### src/rtl/lcd_debug_scanner.sv
// Debug-display scanner: snapshots PC + one debug channel per frame and streams hex digits, MSB first.
// Optional LCD_SCAN_ASCII_EN: digits as ASCII hex characters instead of raw nibbles.
module lcd_debug_scanner #(
  parameter int NUM_CH       = 8,
  parameter int DATA_W       = 32,
  parameter int DWELL_FRAMES = 4
) (
  input  logic                     clk,
  input  logic                     rst_n,
  input  logic [DATA_W-1:0]        pc,
  input  logic [NUM_CH*DATA_W-1:0] ch_data,
  input  logic [NUM_CH-1:0]        sel,
  input  logic                     auto_en,
  input  logic                     freeze,
  input  logic                     start,
  output logic                     out_valid,
  input  logic                     out_ready,
  output logic                     out_row,
  output logic [3:0]               out_pos,
  output logic [7:0]               out_char,
  output logic [3:0]               out_ch,
  output logic                     frame_done
);

  localparam int NDIG = DATA_W / 4;
  localparam int DW   = (DWELL_FRAMES > 1) ? $clog2(DWELL_FRAMES) : 1;
  localparam logic [3:0]    LAST_PC    = 4'(NDIG - 1);
  localparam logic [3:0]    LAST_CH    = 4'(NDIG);
  localparam logic [3:0]    ROT_LAST   = 4'(NUM_CH - 1);
  localparam logic [DW-1:0] DWELL_LAST = DW'(DWELL_FRAMES - 1);

  typedef enum logic [2:0] {S_IDLE, S_CAPTURE, S_SEND_PC, S_SEND_CH, S_DONE} state_e;

  state_e              state_q;
  logic [DATA_W-1:0]   pc_q, chd_q;
  logic [3:0]          idx_q, rot_q;
  logic [DW-1:0]       dwell_q;
  logic                auto_q, frz_q;
  logic                out_valid_q, out_row_q, frame_done_q;
  logic [3:0]          out_pos_q;
  logic [7:0]          out_char_q;

  logic [DATA_W-1:0]   cap_pc_d, cap_ch_d;
  logic [3:0]          cap_idx_d, sel_idx;
  logic                sel_any;
  logic [3:0]          next_nib;
  logic [7:0]          next_char_d;

  function automatic logic [3:0] nib(input logic [DATA_W-1:0] v, input logic [3:0] k);
    logic [DATA_W-1:0] s;
    s = v << (4 * k);
    return s[DATA_W-1 -: 4];
  endfunction

  function automatic logic [7:0] enc(input logic [3:0] v);
`ifdef LCD_SCAN_ASCII_EN
    return (v < 4'd10) ? (8'h30 + {4'h0, v}) : (8'h37 + {4'h0, v});
`else
    return {4'h0, v};
`endif
  endfunction

  // Lowest set bit of sel wins, so scan downwards and let later hits overwrite.
  always_comb begin
    sel_idx = 4'd0;
    sel_any = 1'b0;
    for (int k = NUM_CH - 1; k >= 0; k--) begin
      if (sel[k]) begin
        sel_idx = 4'(k);
        sel_any = 1'b1;
      end
    end
    cap_idx_d = auto_en ? rot_q : sel_idx;
    cap_ch_d  = '0;
    for (int k = 0; k < NUM_CH; k++) begin
      if (4'(k) == cap_idx_d) cap_ch_d = ch_data[k*DATA_W +: DATA_W];
    end
    if (!auto_en && !sel_any) cap_ch_d = '0;
    cap_pc_d = pc;
    if (freeze) begin
      cap_idx_d = idx_q;
      cap_ch_d  = chd_q;
      cap_pc_d  = pc_q;
    end
  end

  // Digit to present after the next handshake (or the first digit when leaving CAPTURE).
  always_comb begin
    next_nib = 4'd0;
    case (state_q)
      S_CAPTURE: next_nib = nib(cap_pc_d, 4'd0);
      S_SEND_PC: next_nib = (out_pos_q == LAST_PC) ? idx_q : nib(pc_q, out_pos_q + 4'd1);
      S_SEND_CH: next_nib = nib(chd_q, out_pos_q);
      default:   next_nib = 4'd0;
    endcase
    next_char_d = enc(next_nib);
  end

  always_ff @(posedge clk or negedge rst_n) begin
    if (!rst_n) begin
      state_q      <= S_IDLE;
      pc_q         <= '0;
      chd_q        <= '0;
      idx_q        <= '0;
      rot_q        <= '0;
      dwell_q      <= '0;
      auto_q       <= 1'b0;
      frz_q        <= 1'b0;
      out_valid_q  <= 1'b0;
      out_row_q    <= 1'b0;
      out_pos_q    <= '0;
      out_char_q   <= '0;
      frame_done_q <= 1'b0;
    end else begin
      case (state_q)
        S_IDLE: if (start) state_q <= S_CAPTURE;
        S_CAPTURE: begin
          pc_q        <= cap_pc_d;
          chd_q       <= cap_ch_d;
          idx_q       <= cap_idx_d;
          auto_q      <= auto_en;
          frz_q       <= freeze;
          if (!auto_en) dwell_q <= '0;
          out_valid_q <= 1'b1;
          out_row_q   <= 1'b0;
          out_pos_q   <= '0;
          out_char_q  <= next_char_d;
          state_q     <= S_SEND_PC;
        end
        S_SEND_PC: if (out_ready) begin
          out_char_q <= next_char_d;
          if (out_pos_q == LAST_PC) begin
            out_row_q <= 1'b1;
            out_pos_q <= '0;
            state_q   <= S_SEND_CH;
          end else begin
            out_pos_q <= out_pos_q + 4'd1;
          end
        end
        S_SEND_CH: if (out_ready) begin
          if (out_pos_q == LAST_CH) begin
            out_valid_q  <= 1'b0;
            out_row_q    <= 1'b0;
            out_pos_q    <= '0;
            out_char_q   <= '0;
            frame_done_q <= 1'b1;
            state_q      <= S_DONE;
          end else begin
            out_pos_q  <= out_pos_q + 4'd1;
            out_char_q <= next_char_d;
          end
        end
        S_DONE: begin
          frame_done_q <= 1'b0;
          // Frozen frames repeat old data, so they do not count toward the dwell.
          if (auto_q && !frz_q) begin
            if (dwell_q == DWELL_LAST) begin
              dwell_q <= '0;
              rot_q   <= (rot_q == ROT_LAST) ? 4'd0 : rot_q + 4'd1;
            end else begin
              dwell_q <= dwell_q + 1'b1;
            end
          end
          state_q <= S_IDLE;
        end
        default: state_q <= S_IDLE;
      endcase
    end
  end

  assign out_valid  = out_valid_q;
  assign out_row    = out_row_q;
  assign out_pos    = out_pos_q;
  assign out_char   = out_char_q;
  assign out_ch     = idx_q;
  assign frame_done = frame_done_q;

endmodule

### config.mk
export PLATFORM = sky130hd
export DESIGN_NAME = lcd_debug_scanner
export DESIGN_NICKNAME = d
export VERILOG_FILES = /design/src/rtl/lcd_debug_scanner.sv
export SDC_FILE = /design/constraint.sdc
export NUM_CORES = 1
export LEC_CHECK = 0
export ABC_AREA = 1
export CAP_MARGIN = 30
export CELL_PAD_IN_SITES_DETAIL_PLACEMENT = 1
export CELL_PAD_IN_SITES_GLOBAL_PLACEMENT = 1
export CORE_MARGIN = 2
export CORE_UTILIZATION = 25
export DETAILED_ROUTE_END_ITERATION = 7
export HOLD_SLACK_MARGIN = 0.06
export PLACE_DENSITY = 0.81
export RECOVER_POWER = 100
export SETUP_SLACK_MARGIN = 0.5
export SYNTH_ARGS = -nofsm -noshare
export SYNTH_HDL_FRONTEND = slang
export SYNTH_SLANG_ARGS = --single-unit
### constraint.sdc
create_clock -name clk -period 2.4 [get_ports clk]
set_clock_uncertainty 0.1 [all_clocks]
set_input_delay 0.48 -clock clk [delete_from_list [all_inputs] [get_ports clk]]
set_output_delay 0.48 -clock clk [all_outputs]
set_load 0.05 [all_outputs]
Word-level counts from Yosys, hierarchy flattened
Cells that the tools add are included.
W data, S select, Z words.

word-level totals
  word-level logic and storage cells = 119
  output and inout port bits = 19
  register bits = 94

operators by class
  reductions and logical operators = 19
  equal/unequal tests = 22
  shift-type cells = 2
  bitwise gates (word level) = 1
  add/sub/neg operators = 3
  mux-type cells = 58

operator list
  cell                   number
  $mux W32               10
  $shl A32 B6 Y32        2
  $mux W4                14
  $pmux W8 S3            1
  $mux W3                7
  $eq A3 B4 Y1 const A   4
  $mux W8                2
  $reduce_and A3 Y1      5
  $mux W1                14
  $ne A2 B2 Y1 const B   7
  $pmux W3 S4            1
  $pmux W4 S3            1
  $reduce_and A5 Y1      2
  $add A4 B1 Y4 const B  2
  $eq A2 B4 Y1 const A   2
  $eq A4 B3 Y1 const B   2
  $pmux W4 S2            1
  $eq A3 B2 Y1 const B   2
  $mux W2                3
  $reduce_bool A2 Y1     3
  $eq A1 B4 Y1 const A   1
  $eq A4 B4 Y1 const B   1
  $logic_not A4 Y1       1
  $pmux W1 S2            2
  other kinds (12)       15

Depth between registers and ports, before layout
  depth after elaboration = 19
  mapped depth = 17
  depth with buffers taken out = 17

Worst setup path after synthesis
No wires, ideal clock.

  path kind = register to register
  start point = reg out_pos_q[0] (netlist: out_pos[0])
  end point = reg out_char_q[2] (netlist: out_char[2])
  path slack = -0.619 ns
  arrival time = 2.794 ns
  stages on the path, launching flop included = 13
  buffers on the path = 3
  cell sequence = dfrtp_1 > clkinv_1 > clkbuf_1 > ha_1 > clkbuf_1 > clkbuf_1 > a21oi_1 > o21ai_0 > nand3_1 > a32o_1 > nand2_1 > nand3_1 > mux2_2

on the way
  word-level cells in the longest chain between the ends = 7
  elaborated cells between the ends (all ways) = 11
  those cells by class = add/sub (1); eq/ne (2); shift (2); mux (6)

ends and longest elaborated chain
  what                      RTL line  RTL
  start: declaration        40        logic [3:0] out_pos_q;
  start signal: assignment  137       out_pos_q <= out_pos_q + 4'd1;
  start signal: assignment  149       out_pos_q <= out_pos_q + 4'd1;
  $add A4 B1 Y4             92        S_SEND_PC: next_nib = (out_pos_q == LAST_PC) ? idx_q : nib(pc_q, out_pos_q + 4'd1);
  $shl A32 B6 Y32           51        s = v << (4 * k);
  $mux W4                   92
  $pmux W4 S2               90        case (state_q)
  $mux W4                   141       if (out_pos_q == LAST_CH) begin
  $mux W8                   140       S_SEND_CH: if (out_ready) begin
  $pmux W8 S3 (*)           115       case (state_q)
  end signal: assignment    127       out_char_q <= next_char_d;
  end signal: assignment    131       out_char_q <= next_char_d;
  end signal: assignment    150       out_char_q <= next_char_d;
  end: declaration          41        logic [7:0] out_char_q;

Mark *: on every way between the ends. The rest lies on a longest branch, timed or not. The select of a mux whose other input is x is not followed.
A chain may end at the register's enable or synchronous reset.

Worst setup path after layout
  start point = in sel[2]
  end point = reg chd_q[13]

on the way
  word-level cells in the longest chain between the ends = 14
  elaborated cells between the ends (all ways) = 26
  those cells by class = eq/ne (7); mux (16); reduce/logical (3)

ends and longest elaborated chain
  what                    RTL line  RTL
  start: declaration      12        input logic [NUM_CH-1:0] sel,
  $mux W4 (3 in series)   68        if (sel[k]) begin
  $mux W4                 73        cap_idx_d = auto_en ? rot_q : sel_idx;
  $logic_not A4 Y1        76        if (4'(k) == cap_idx_d) cap_ch_d = ch_data[k*DATA_W +: DATA_W];
  $mux W32 (8 in series)  76
  $mux W32 (*)            78        if (!auto_en && !sel_any) cap_ch_d = '0;
  end signal: assignment  119       chd_q <= cap_ch_d;
  end: declaration        35        logic [DATA_W-1:0] pc_q, chd_q;

Mark *: on every way between the ends. The rest lies on a longest branch, timed or not.

==> qor.txt <==
area leader, netlist: dfrtp_1
status: completed
Reg area: 0.002255 mm2
final slew viol count: 0
Synth cell types: 33
Worst Tran Pin Value: 0.9662 ns
Reg-to-Reg End: chd_q[13]$_DFFE_PN0P_
Critical Path Max Stage Delay: 0.43 ns
Mapped Area: 0.006626 mm2
cell mode on critical path: nand2_1
Congestion Overflow GR: 0
antenna-violating nets left: 0
first-pass GRT wire length: 60,470 um
# setup viols final: 0
minimum clock period: 2.331 ns
post-layout util: 48.98%
max-cap violations: 0
Ports: 321
initial antenna violation count: 5
Reg2Reg Depth: 10
number of flops mapped to enable cells by yosys: 0
clk sink count: 90
Synthesis Warnings: 0
Detailed Route WL: 40,120 um
H-tree depth: 3
hold depth: 2
Final Hold Fails: 0
Hold Crit Class: flip-flop to flip-flop
total power density per cell area: 725.4 mW/mm2
Final period util: 97.12%
total track usage: 28.16%
unrepaired setup endpoints after global routing: yes
Setup Crit Path Kind: input port to flip-flop
Remaining DRCs: 0
min-delay src: pc_q[11]$_DFFE_PN0P_
post-route cell area: 0.01276 mm2
P&R area growth vs syn: 92.62%
Starting Density: 25.43%
Clock Path Buffers: 2
PortBufs: 316
Startpoint Class: input port
nets@finish: 1,743
Clock Root Buffer: clkbuf_16
core area: 0.02606 mm2
critical-path cell list: clkbuf_1 -> nor2_4 -> o21ai_2 -> a22oi_4 -> inv_4 -> clkbuf_2 -> nor3_2 -> buf_6 -> buf_8 -> nand2_1 -> nand4_1 -> nand2_1 -> nand2_1
DR iter-0 viols: 546
area of the die: 0.02782 mm2
relative slew slack: 35.59%
largest net degree at the start of global routing: 56
CTS clk-pin slew, worst paths: 0.07 ns
row count: 59
area of the multi-input gates: 0.004303 mm2
cts bufs inserted: 9
CTS tree: yes
Arr. time, crit path: 2.51 ns
most common cell after layout, fill and taps aside: clkdlybuf4s50_1
fmax: 0.4290 GHz
ranking of synthesized cells by area: dfrtp_1 34%, nand2_1 17%, nand4_1 9.5%
Worst-Skew Late Latency: 0.35 ns
most frequent cells in the layout: 290 x clkdlybuf4s50_1, 268 x nand2_1, 107 x inv_1
slowest stage cell on the critical path: nor3_2
Reg-to-Reg Start: rot_q[1]$_DFFE_PN0P_
#FFs+latches synth: 90
Via density: 5.251
Most used DFF post-synth: dfrtp_1
die height: 166.8 um
async set-reset flop share out of synthesis: 100.0%
Vias: 9,357
fill count: 3,121
register area share after synthesis: 33.99%
maximum vdd drop: 0.0008063 V
CP Capture Type: flip-flop
placer's final routability congestion estimate: 0.9256
Leak: 5.937 nW
post-synth top area share: 33.99%
final setup TNS: 0 ns
Cell Area, Placed: 0.01076 mm2
number of global-route vias before repair: 10,220
layout cells sized above 1: 22.40%
1st-pass router iterations: 5
WL per Instance: 22.51 um
Required @ worst endpoint: 2.58 ns
flop-to-flop setup slack: 0.07 ns
Die X-Extent: 166.8 um
Syn Inst Count: 1,036
crit-path max FO: 6
post-DP HPWL: 26,010 um
syn_area_per_cell: 6.396 um2
hold endpoint: pc_q[11]$_DFFE_PN0P_
==> worst max-delay path, delay by kind of cell <==
family          cells  cell delay, ns
buf+inv             5            0.68
simple gates        6            1.00
compound gates      2            0.34
==> area by class of cell <==
type                    count  share of cell area [%]
well taps                 335                   3.284
clock inverters             6                  0.7450
flip-flops and latches     90                   17.66
diodes                      5                 0.09803
repair buffers            457                   38.84
clock buffers              10                   1.794
inverters                 124                   3.862
multi-input cells         755                   33.71
==> registers in the layout, indices dropped and copies added (netlist names), 2 cells and up <==
name,flops
chd_q,32
pc_q,32
out_ch,4
out_char,4
out_pos,4
rot_q,4
state_q,3
dwell_q,2
==> report_power, final <==
group	total (W)	leakage, nW	switching [W]	internal [W]
logic	0.00495	4.65	0.00287	0.00208
clock network	0.00161	0.158	0.000678	0.000928
registers	0.00270	1.13	0.000502	0.00220
total	0.00926	5.94	0.00405	0.00521
==> routing by layer <==
metal  track usage (%)  routed length, um  up-vias
li1                  -                  -     4222
met1             31.31              14780     4551
met2             51.28              20770      458
met3             5.157               2369      126
met4             14.28               2192        0
met5                 0                  0        -
==> stage by stage <==
step	worst slack, ns	hold slack [ns]	total power [W]	cells
floorplan	0.04316	0.08441	0.005068	1039
global placement	-0.4942	0.3498	0.006661	1678
detailed placement	-0.5191	0.3585	0.006836	1679
CTS	0.2980	0.3765	0.008940	1767
global route	0.02318	0.4129	0.009799	1782
finish	0.06922	0.3789	0.009258	1782
==> timing repair <==
| action | CTS | global route |
|---|---|---|
| gates resized for setup | 246 | 55 |
| setup buffers | 52 | 10 |
| pin swaps | 120 | 34 |
| hold buffers | 1 | 0 |
| gates cloned | 19 | 0 |
| endpoints found under the setup margin | 56 | 50 |
| hold endpoints to repair | 34 | 0 |
==> worst max path at each step <==
stage                            from                      end
4_1_cts        out_pos[0]$_DFFE_PN0P_  out_char[1]$_DFFE_PN0P_
3_5_place_dp                   sel[6]    chd_q[23]$_DFFE_PN0P_
6_report                       sel[2]    chd_q[13]$_DFFE_PN0P_
3_3_place_gp                   sel[6]    chd_q[23]$_DFFE_PN0P_
5_1_grt                        sel[2]    chd_q[13]$_DFFE_PN0P_
2_1_floorplan  out_pos[0]$_DFFE_PN0P_  out_char[2]$_DFFE_PN0P_
==> kinds of logic (layout without fill, tap and decap cells) <==
logic type | count (synthesis) | after routing | synth area share, %
xor gates and xnor gates | 3 | 3 | 0.3966
and+or+nand+nor | 572 | 572 | 38.26
adders and majority gates | 4 | 4 | 0.7553
DFF | 90 | 90 | 33.99
AOI/OAI and AO/OA | 168 | 168 | 14.14
buffers and inverters | 194 | 597 | 11.73
muxes | 4 | 4 | 0.6797
other | 1 | 9 | 0.05659
==> cells in the mapped netlist (5+ instances only) <==
master and number:
nand2_1 307, inv_1 116, nand4_1 101, nor2_1 98, dfrtp_1 90, o21ai_0 83, nand3_1 55, a21oi_1 49
clkbuf_1 38, buf_2 21, o211ai_1 13, o21ai_1 7, buf_4 6, inv_2 6, buf_1 5, o22ai_1 5
Note: power is estimated with default switching activity, not from simulation.
